## src/rtl/ifetch_pkg.sv

```systemverilog
// Shared types and constants for the instruction-fetch prefetch queue.
package ifetch_pkg;

    typedef enum logic [1:0] {
        BOOT  = 2'd0,
        RUN   = 2'd1,
        FLUSH = 2'd2
    } ifq_state_e;

    typedef struct packed {
        logic [63:0] pc;
        logic [31:0] instr;
    } ifq_entry_t;

    localparam logic [63:0] INSTR_BYTES = 64'd4;

    function automatic logic [63:0] align_word(input logic [63:0] addr);
        return {addr[63:2], 2'b00};
    endfunction

    // Saturating 32-bit accumulate used by the optional statistics counters.
    function automatic logic [31:0] sat_add32(input logic [31:0] a, input logic [31:0] b);
        logic [32:0] sum;
        sum = {1'b0, a} + {1'b0, b};
        return sum[32] ? 32'hFFFF_FFFF : sum[31:0];
    endfunction

endpackage

```

## src/rtl/ifq_checker.sv

```systemverilog
// Simulation checks for the fetch/memory protocol seen by the prefetch queue.
module ifq_checker #(
    parameter int CNT_W = 3
) (
    input logic             clock,
    input logic             reset,
    input logic             imem_rvalid,
    input logic [CNT_W-1:0] outstanding,
    input logic             imem_req,
    input logic [1:0]       addr_lo
);

    a_rvalid_has_credit: assert property (@(posedge clock) disable iff (reset)
        imem_rvalid |-> (outstanding != '0));

    a_addr_aligned: assert property (@(posedge clock) disable iff (reset)
        imem_req |-> (addr_lo == 2'b00));

endmodule

```

## src/rtl/ifq_fifo.sv

```systemverilog
// Parameterised synchronous FIFO with clear; head is read combinationally from storage.
module ifq_fifo #(
    parameter int  DEPTH = 4,
    parameter type T     = logic [95:0]
) (
    input  logic                     clock,
    input  logic                     reset,
    input  logic                     push,
    input  T                         push_data,
    input  logic                     pop,
    input  logic                     clear,
    output logic [$clog2(DEPTH):0]   count,
    output T                         head
);

    localparam int AW = $clog2(DEPTH);
    localparam int CW = AW + 1;

    T                mem_q [DEPTH];
    T                mem_d [DEPTH];
    logic [AW-1:0]   wr_ptr_q, wr_ptr_d;
    logic [AW-1:0]   rd_ptr_q, rd_ptr_d;
    logic [CW-1:0]   count_q, count_d;
    logic            full_s;
    logic            do_push_s;
    logic            do_pop_s;

    assign full_s    = (count_q == CW'(DEPTH));
    assign do_pop_s  = pop && (count_q != '0) && !clear;
    assign do_push_s = push && (!full_s || do_pop_s) && !clear;
    assign count     = count_q;
    assign head      = mem_q[rd_ptr_q];

    // Next pointer, occupancy and storage values.
    always_comb begin
        wr_ptr_d = wr_ptr_q;
        rd_ptr_d = rd_ptr_q;
        count_d  = count_q;
        mem_d    = mem_q;
        if (clear) begin
            wr_ptr_d = '0;
            rd_ptr_d = '0;
            count_d  = '0;
        end else begin
            if (do_push_s) begin
                mem_d[wr_ptr_q] = push_data;
                wr_ptr_d        = wr_ptr_q + AW'(1);
            end else begin
                wr_ptr_d = wr_ptr_q;
            end
            if (do_pop_s) begin
                rd_ptr_d = rd_ptr_q + AW'(1);
            end else begin
                rd_ptr_d = rd_ptr_q;
            end
            case ({do_push_s, do_pop_s})
                2'b10:   count_d = count_q + CW'(1);
                2'b01:   count_d = count_q - CW'(1);
                default: count_d = count_q;
            endcase
        end
    end

    // Storage and pointer registers; storage is zeroed so the head never shows X.
    always_ff @(posedge clock or posedge reset) begin
        if (reset) begin
            wr_ptr_q <= '0;
            rd_ptr_q <= '0;
            count_q  <= '0;
            for (int i = 0; i < DEPTH; i++) begin
                mem_q[i] <= '0;
            end
        end else begin
            wr_ptr_q <= wr_ptr_d;
            rd_ptr_q <= rd_ptr_d;
            count_q  <= count_d;
            mem_q    <= mem_d;
        end
    end

endmodule

```

## src/rtl/ifetch_prefetch_queue.sv

```systemverilog
// Instruction-fetch front end: sequential PC generation, credit-limited issue, in-order
// response buffering and redirect flush. Optional statistics enabled by IFQ_STATS_EN.
module ifetch_prefetch_queue
    import ifetch_pkg::*;
#(
    parameter int          DEPTH    = 4,
    parameter logic [63:0] RESET_PC = 64'd0,
    parameter int          CNT_W    = 3
) (
    input  logic                   clock,
    input  logic                   reset,
    input  logic                   redirect_valid,
    input  logic [63:0]            redirect_pc,
    output logic                   imem_req,
    output logic [63:0]            imem_addr,
    input  logic                   imem_rvalid,
    input  logic [31:0]            imem_rdata,
    output logic                   if_valid,
    input  logic                   if_ready,
    output logic [31:0]            if_instr,
    output logic [63:0]            if_pc,
    output logic [$clog2(DEPTH):0] q_count
`ifdef IFQ_STATS_EN
    ,
    output logic [31:0]            stat_fetched,
    output logic [31:0]            stat_squashed,
    output logic [31:0]            stat_stall_cycles
`endif
);

    localparam int QW = $clog2(DEPTH) + 1;
    localparam int SW = CNT_W + 1;

    ifq_state_e        state_q, state_d;
    logic [63:0]       fetch_pc_q, fetch_pc_d;
    logic [CNT_W-1:0]  outstanding_q, outstanding_d;
    logic [CNT_W-1:0]  discard_q, discard_d;

    logic [QW-1:0]     fifo_count_s;
    ifq_entry_t        head_s;
    ifq_entry_t        push_entry_s;
    logic [63:0]       rsp_pc_s;
    logic              rsp_ok_s;
    logic              credit_ok_s;
    logic              issue_s;
    logic              push_s;
    logic              pop_s;

    // Responses without a matching request are protocol errors and are ignored.
    assign rsp_ok_s    = imem_rvalid && (outstanding_q != '0);
    assign credit_ok_s = (SW'(fifo_count_s) + SW'(outstanding_q)) < SW'(DEPTH);
    assign issue_s     = (state_q == RUN) && credit_ok_s && !redirect_valid;
    assign push_s      = rsp_ok_s && (state_q == RUN) && !redirect_valid;
    assign pop_s       = if_valid && if_ready;

    // In RUN every in-flight request is sequential, so the oldest one sits this far behind fetch_pc.
    assign rsp_pc_s     = fetch_pc_q - (INSTR_BYTES * 64'(outstanding_q));
    assign push_entry_s = '{pc: rsp_pc_s, instr: imem_rdata};

    assign imem_req  = issue_s;
    assign imem_addr = fetch_pc_q;
    assign if_valid  = !redirect_valid && (fifo_count_s != '0);
    assign if_instr  = head_s.instr;
    assign if_pc     = head_s.pc;
    assign q_count   = fifo_count_s;

    ifq_fifo #(
        .DEPTH (DEPTH),
        .T     (ifq_entry_t)
    ) u_fifo (
        .clock     (clock),
        .reset     (reset),
        .push      (push_s),
        .push_data (push_entry_s),
        .pop       (pop_s),
        .clear     (redirect_valid),
        .count     (fifo_count_s),
        .head      (head_s)
    );

    // FSM next state, fetch PC and in-flight bookkeeping.
    always_comb begin
        state_d       = state_q;
        fetch_pc_d    = fetch_pc_q;
        outstanding_d = outstanding_q;
        discard_d     = discard_q;
        if (redirect_valid) begin
            fetch_pc_d    = align_word(redirect_pc);
            outstanding_d = outstanding_q - (rsp_ok_s ? CNT_W'(1) : CNT_W'(0));
            discard_d     = outstanding_d;
            state_d       = (outstanding_d != '0) ? FLUSH : RUN;
        end else begin
            case (state_q)
                BOOT: begin
                    state_d = RUN;
                end
                RUN: begin
                    if (issue_s) begin
                        fetch_pc_d = fetch_pc_q + INSTR_BYTES;
                    end else begin
                        fetch_pc_d = fetch_pc_q;
                    end
                    case ({issue_s, rsp_ok_s})
                        2'b10:   outstanding_d = outstanding_q + CNT_W'(1);
                        2'b01:   outstanding_d = outstanding_q - CNT_W'(1);
                        default: outstanding_d = outstanding_q;
                    endcase
                end
                FLUSH: begin
                    if (rsp_ok_s) begin
                        outstanding_d = outstanding_q - CNT_W'(1);
                        discard_d     = discard_q - CNT_W'(1);
                        state_d       = (discard_q == CNT_W'(1)) ? RUN : FLUSH;
                    end else begin
                        state_d = FLUSH;
                    end
                end
                default: begin
                    state_d = BOOT;
                end
            endcase
        end
    end

    // FSM and counter registers.
    always_ff @(posedge clock or posedge reset) begin
        if (reset) begin
            state_q       <= BOOT;
            fetch_pc_q    <= RESET_PC;
            outstanding_q <= '0;
            discard_q     <= '0;
        end else begin
            state_q       <= state_d;
            fetch_pc_q    <= fetch_pc_d;
            outstanding_q <= outstanding_d;
            discard_q     <= discard_d;
        end
    end

`ifdef IFQ_STATS_EN
    logic [31:0] stat_fetched_q, stat_fetched_d;
    logic [31:0] stat_squashed_q, stat_squashed_d;
    logic [31:0] stat_stall_q, stat_stall_d;
    logic [31:0] squash_inc_s;

    // Squashed work: entries cleared plus responses dropped by a redirect or during FLUSH.
    always_comb begin
        squash_inc_s = 32'd0;
        if (redirect_valid) begin
            squash_inc_s = 32'(fifo_count_s) + (rsp_ok_s ? 32'd1 : 32'd0);
        end else if (state_q == FLUSH) begin
            squash_inc_s = rsp_ok_s ? 32'd1 : 32'd0;
        end else begin
            squash_inc_s = 32'd0;
        end
        stat_fetched_d  = sat_add32(stat_fetched_q, pop_s ? 32'd1 : 32'd0);
        stat_squashed_d = sat_add32(stat_squashed_q, squash_inc_s);
        stat_stall_d    = sat_add32(stat_stall_q,
                              ((state_q == RUN) && !credit_ok_s && !redirect_valid) ? 32'd1 : 32'd0);
    end

    // Statistics registers.
    always_ff @(posedge clock or posedge reset) begin
        if (reset) begin
            stat_fetched_q  <= 32'd0;
            stat_squashed_q <= 32'd0;
            stat_stall_q    <= 32'd0;
        end else begin
            stat_fetched_q  <= stat_fetched_d;
            stat_squashed_q <= stat_squashed_d;
            stat_stall_q    <= stat_stall_d;
        end
    end

    assign stat_fetched      = stat_fetched_q;
    assign stat_squashed     = stat_squashed_q;
    assign stat_stall_cycles = stat_stall_q;
`endif

    ifq_checker #(
        .CNT_W (CNT_W)
    ) u_checker (
        .clock       (clock),
        .reset       (reset),
        .imem_rvalid (imem_rvalid),
        .outstanding (outstanding_q),
        .imem_req    (imem_req),
        .addr_lo     (imem_addr[1:0])
    );

endmodule

```

## config.mk

```make
export PLATFORM = sky130hd
export DESIGN_NAME = ifetch_prefetch_queue
export DESIGN_NICKNAME = d
export VERILOG_FILES = /design/src/rtl/ifetch_pkg.sv /design/src/rtl/ifq_checker.sv /design/src/rtl/ifq_fifo.sv /design/src/rtl/ifetch_prefetch_queue.sv
export SDC_FILE = /design/constraint.sdc
export NUM_CORES = 1
export LEC_CHECK = 0
export CAP_MARGIN = 5
export CORE_AREA = 5 5 208 210
export DETAILED_ROUTE_END_ITERATION = 7
export DIE_AREA = 0 0 213 215
export PLACE_DENSITY = 0.83
export SYNTH_ARGS = -nofsm -noshare
export SYNTH_HDL_FRONTEND = slang
export SYNTH_SLANG_ARGS = --single-unit
```

## constraint.sdc

```tcl
create_clock -name clock -period 44.8 [get_ports clock]
set_input_delay 13.44 -clock clock [delete_from_list [all_inputs] [get_ports clock]]
set_output_delay 13.44 -clock clock [all_outputs]
set_load 0.01 [all_outputs]
```

* After elaboration in Yosys (flattened, before gate mapping)
Cells that the tools add are included.
** Storage, ports and cells
- Bits of input ports :: 101
- Word-level logic and storage cells :: 103
- Output and inout bits :: 165
- Bits in registers :: 463
** Cells by class
- Bitwise gates (word level) :: 3
- Equal/unequal tests :: 11
- Muxes and demuxes :: 28
- Add/subtract/negate cells :: 11
- Order comparisons :: 4
- Reduce and logical (&&, ||, !) cells :: 31
** Operator list (count)
- $bwmux W384 :: 1
- $mux W96 :: 3
- $bmux W96 S2 :: 1
- $demux W96 S2 :: 1
- $mux W64 :: 3
- $add A64 B3 Y64 const B :: 1
- $sub A64 B5 Y64 :: 1
- $mux W3 :: 6
- $pmux W3 S2 :: 3
- $mux W2 :: 8
- $reduce_bool A3 Y1 :: 5
- $logic_and A1 B1 Y1 :: 12
- $reduce_bool A2 Y1 :: 6
- $sub A3 B1 Y3 const B :: 3
- $add A3 B1 Y3 const B :: 2
- $eq A2 B1 Y1 const B :: 3
- $eq A2 B2 Y1 const B :: 3
- $ge A3 B3 Y1 const B :: 2
- $not A2 Y3 :: 2
- $pmux W2 S3 :: 1
- $reduce_and A2 Y1 :: 3
- $add A2 B1 Y2 const B :: 2
- $add A3 B3 Y4 :: 1
- $lt A4 B3 Y1 const B :: 1
- 13 further kinds :: 14

* Depth between registers and ports, before layout
- Depth after elaboration :: 11
- Mapped depth :: 10
- Mapped depth without buffers :: 9

* By module
From an unflattened synthesis, not the netlist that was laid out.
** Second synthesis, totals
- Cell total of the unflattened synthesis :: 1668
- Area total of the unflattened synthesis :: 23329.9 um^2
** By module, submodules not included
- ifq_fifo :: area each 17902.2 um^2, instances 1, sequential area each 9784.4 um^2, cells an instance 992
- ifetch_prefetch_queue :: area each 5427.7 um^2, instances 1, sequential area each 1751.7 um^2, cells an instance 676

* Worst setup path after synthesis
OpenSTA, ideal clock, no wires.
- Kind :: in2out
- Start point :: in redirect_valid
- End point :: out imem_req
- Arrival time :: 14.602 ns
- Setup slack :: 16.758 ns
- Cell stages on the path :: 6
- Required time :: 31.360 ns
- Cells stage by stage :: inv_1 -> clkbuf_1 -> clkbuf_1 -> clkbuf_1 -> nand2_1 -> inv_1
** Between the ends
- Word-level cells in the longest chain between the ends :: 2
** Ends and longest elaborated chain
- start, declared :: line ifetch_prefetch_queue.sv:12 : input logic redirect_valid,
- $logic_not A1 Y1 :: line ifetch_prefetch_queue.sv:52 : assign issue_s = (state_q == RUN) && credit_ok_s && !redirect_valid;
- $logic_and A1 B1 Y1 :: line ifetch_prefetch_queue.sv:52
- end, declared :: line ifetch_prefetch_queue.sv:14 : output logic imem_req,
No other way between the ends.

* Worst setup path in the final report
- Start point :: in redirect_valid
- End point :: out if_valid
** Between the ends
- Word-level cells in the longest chain between the ends :: 2
** Ends and longest elaborated chain
- $logic_not A1 Y1 :: line ifetch_prefetch_queue.sv:62 : assign if_valid = !redirect_valid && (fifo_count_s != '0);
- $logic_and A1 B1 Y1 :: line ifetch_prefetch_queue.sv:62
- end, declared :: line ifetch_prefetch_queue.sv:18 : output logic if_valid,
No other way between the ends.

==> flow_summary.ini <==
[place]
place.detailed.hpwl_microns = 40900
place_ws_ns = 16.62
gp_congestion = 0.888
portBuffers = 259

[critical_path]
cp-startpoint = redirect_valid
crit_type = in -> out
reg2reg_to = imem_addr[53]
reg2reg_depth = 7
end_kind = output pin
start_kind = input pin
cp_max_fo = 74
timing.rr.start = u_fifo.count[2]
reg2reg_slack_ns = 41.33
arrival_ns = 14.76
crit_required_ns = 31.36

[layout]
antennaDiodeCount = 0
nets = 2579
num-fill-cells = 3091
drive_gt1_share_pct = 9.70
syn2layout_area_growth_pct = 20.3

[synth]
syn_inst = 2308
synth_area_leaders = dfrtp_1, nand2_1, mux4_2
syn_area_per_cell_sq_um = 9.66
synth_area_sq_um = 22300
yosysTopAreaCell = dfrtp_1
ys_seq_area_share_pct = 50.8
async_reset_ff_share_pct = 100
ys_warn_count = 0
yosysMostFrequentCell = nand2_1
yosysUniqueCellTypes = 60
yosysTopAreaCellShare_pct = 50.8
synth-edff-count = 0
ys_dominant_reg_cell = dfrtp_1
ys_ff_latch = 453
synthTopCellsByCount = nand2_1, dfrtp_1, o21ai_0

[global_routing]
first_global_vias = 19100
grt_usage_pct = 27.7
grt_pass1_wl_microns = 103000
grt_max_degree = 137
overflow = 0
antenna_found_initial = 0

[floorplan]
coreArea_sq_um = 41400
num_io_pins = 266
initial_utilization_pct = 53.9
core.rowCount = 75
chipWidth_microns = 213
dieHeight_microns = 215
die-area_sq_um = 45800

[route]
drt_iter0_markers = 2239
antenna_left = 0
dr.pass1.iters = 7
drc = 0
wl_per_cell_microns = 21.0
num_vias = 19000
routed_wl_microns = 63600
drt-vias-per-instance = 6.25

[clock_network]
cts_setup_buffers = 0
cts_buffer_depth = 3
cts_buffers = 49
insertion_delay_ns = 0.59
clock_sinks = 453
htree_levels = 2
cts_tree = built
cts_resized = 0
hold_buffers = 0
root_buffer = clkbuf_16
clkSlewWorstSetupHoldPaths_ns = 0.06

[timing]
relSlewSlack_pct = 26.2
finClkSkew_ns = 0.0204
setup_viol = 0
maxSlewViolCount = 0
worst_slack_ns = 16.60
max_freq_mhz = 35.5
hold_viol_final = 0
rsz0062_at_grt = no
tns_ns = 0
whs_ns = 0.474
period_needed_ns = 28.20
finalCritPeriodShare_pct = 62.9
worstMarginPinSlew_ns = 1.11

[status]
outcome = finished clean

[power]
power_density_nw_per_um2 = 49.3
p_leak_uw = 0.0115
ir_worst_vdd_mv = 0.0292

[hold_path]
min_path_cells = 2
hold_path_class = reg -> reg
hold_path_end = u_fifo.mem_q[307]
hp-start = u_fifo.mem_q[307]

[job]
maxCapViolations = 0
==> worst max path at each step <==
stage | to | slack [ns]
after floorplan | imem_req | 16.76
after global placement | imem_req | 16.60
after detailed placement | imem_req | 16.62
after CTS | if_valid | 16.60
after global routing | imem_req | 16.47
final | if_valid | 16.60
==> critical path, cell delays in order <==
cell,delay (ns)
buf_2,0.07
buf_4,0.51
nor2_1,0.20
clkdlybuf4s50_1,0.53
==> sequential cells by signal, summed over array words and instances (netlist names) <==
register	cells
state_q	2
u_fifo.rd_ptr_q	2
imem_addr	62
u_fifo.mem_q	376
outstanding_q	3
u_fifo.wr_ptr_q	2
u_fifo.count	3
discard_q	3
==> final cells by class <==
type	instances	area, sq um	share of cell area [%]
inverter	23	93.8	0.350
tap	539	674	2.51
timing repair buffer	288	2810	10.5
sequential	453	11300	42.3
clock inverter	21	294	1.10
clock buffer	67	1380	5.16
multi-input combinational	1643	10200	38.2
==> logic make-up after synthesis <==
logic type,Yosys count,synth area share (%)
compound gates,411,10.8
xor+xnor,67,2.63
fa+ha+maj,20,1.19
buf+inv,215,3.80
flops,453,50.8
mux,105,10.0
other cells,1,0.0168
simple gates,1036,20.8
==> metrics by stage <==
step	std cells	area (sq um)	util (%)	total power, uW
2_1_floorplan	2311	22300	-	723
3_3_place_gp	2946	25200	60.8	889
3_5_place_dp	2946	25200	60.8	907
4_1_cts	3034	26800	64.8	1330
5_1_grt	3034	26800	64.8	1380
6_report	3034	26800	64.8	1320
==> power by group <==
part | internal [uW] | switching (uW) | total, uW
clock | 256 | 167 | 423
sequential | 468 | 51.1 | 519
combinational | 198 | 184 | 381
==> metal layers <==
metal	track usage, %	up-vias	share of wire (%)
met4	10.5	0	3.5
met1	38.3	9360	39
met5	0	-	0
li1	-	8435	-
met3	5.19	163	9.3
met2	44.0	995	48
==> cell usage in the layout, fill, tap and decap left out, types with 10 or more instances in the layout <==
master and instances:
clkinv_2 10, nand3_1 48, mux4_2 94, or4_1 40, or3_1 51, nor2_1 172
xor2_1 29, dfrtp_1 451, nor3_1 19, nand2_1 588, o31ai_1 15, a31oi_1 128
clkbuf_16 49, buf_4 29, and3_1 14, xnor2_1 38, o211ai_1 15, nor4_1 20
inv_1 21, ha_1 18, nand4_1 41, a21oi_1 17, o21ai_0 210, clkdlybuf4s50_1 258
(Power assumes the default switching activity.)
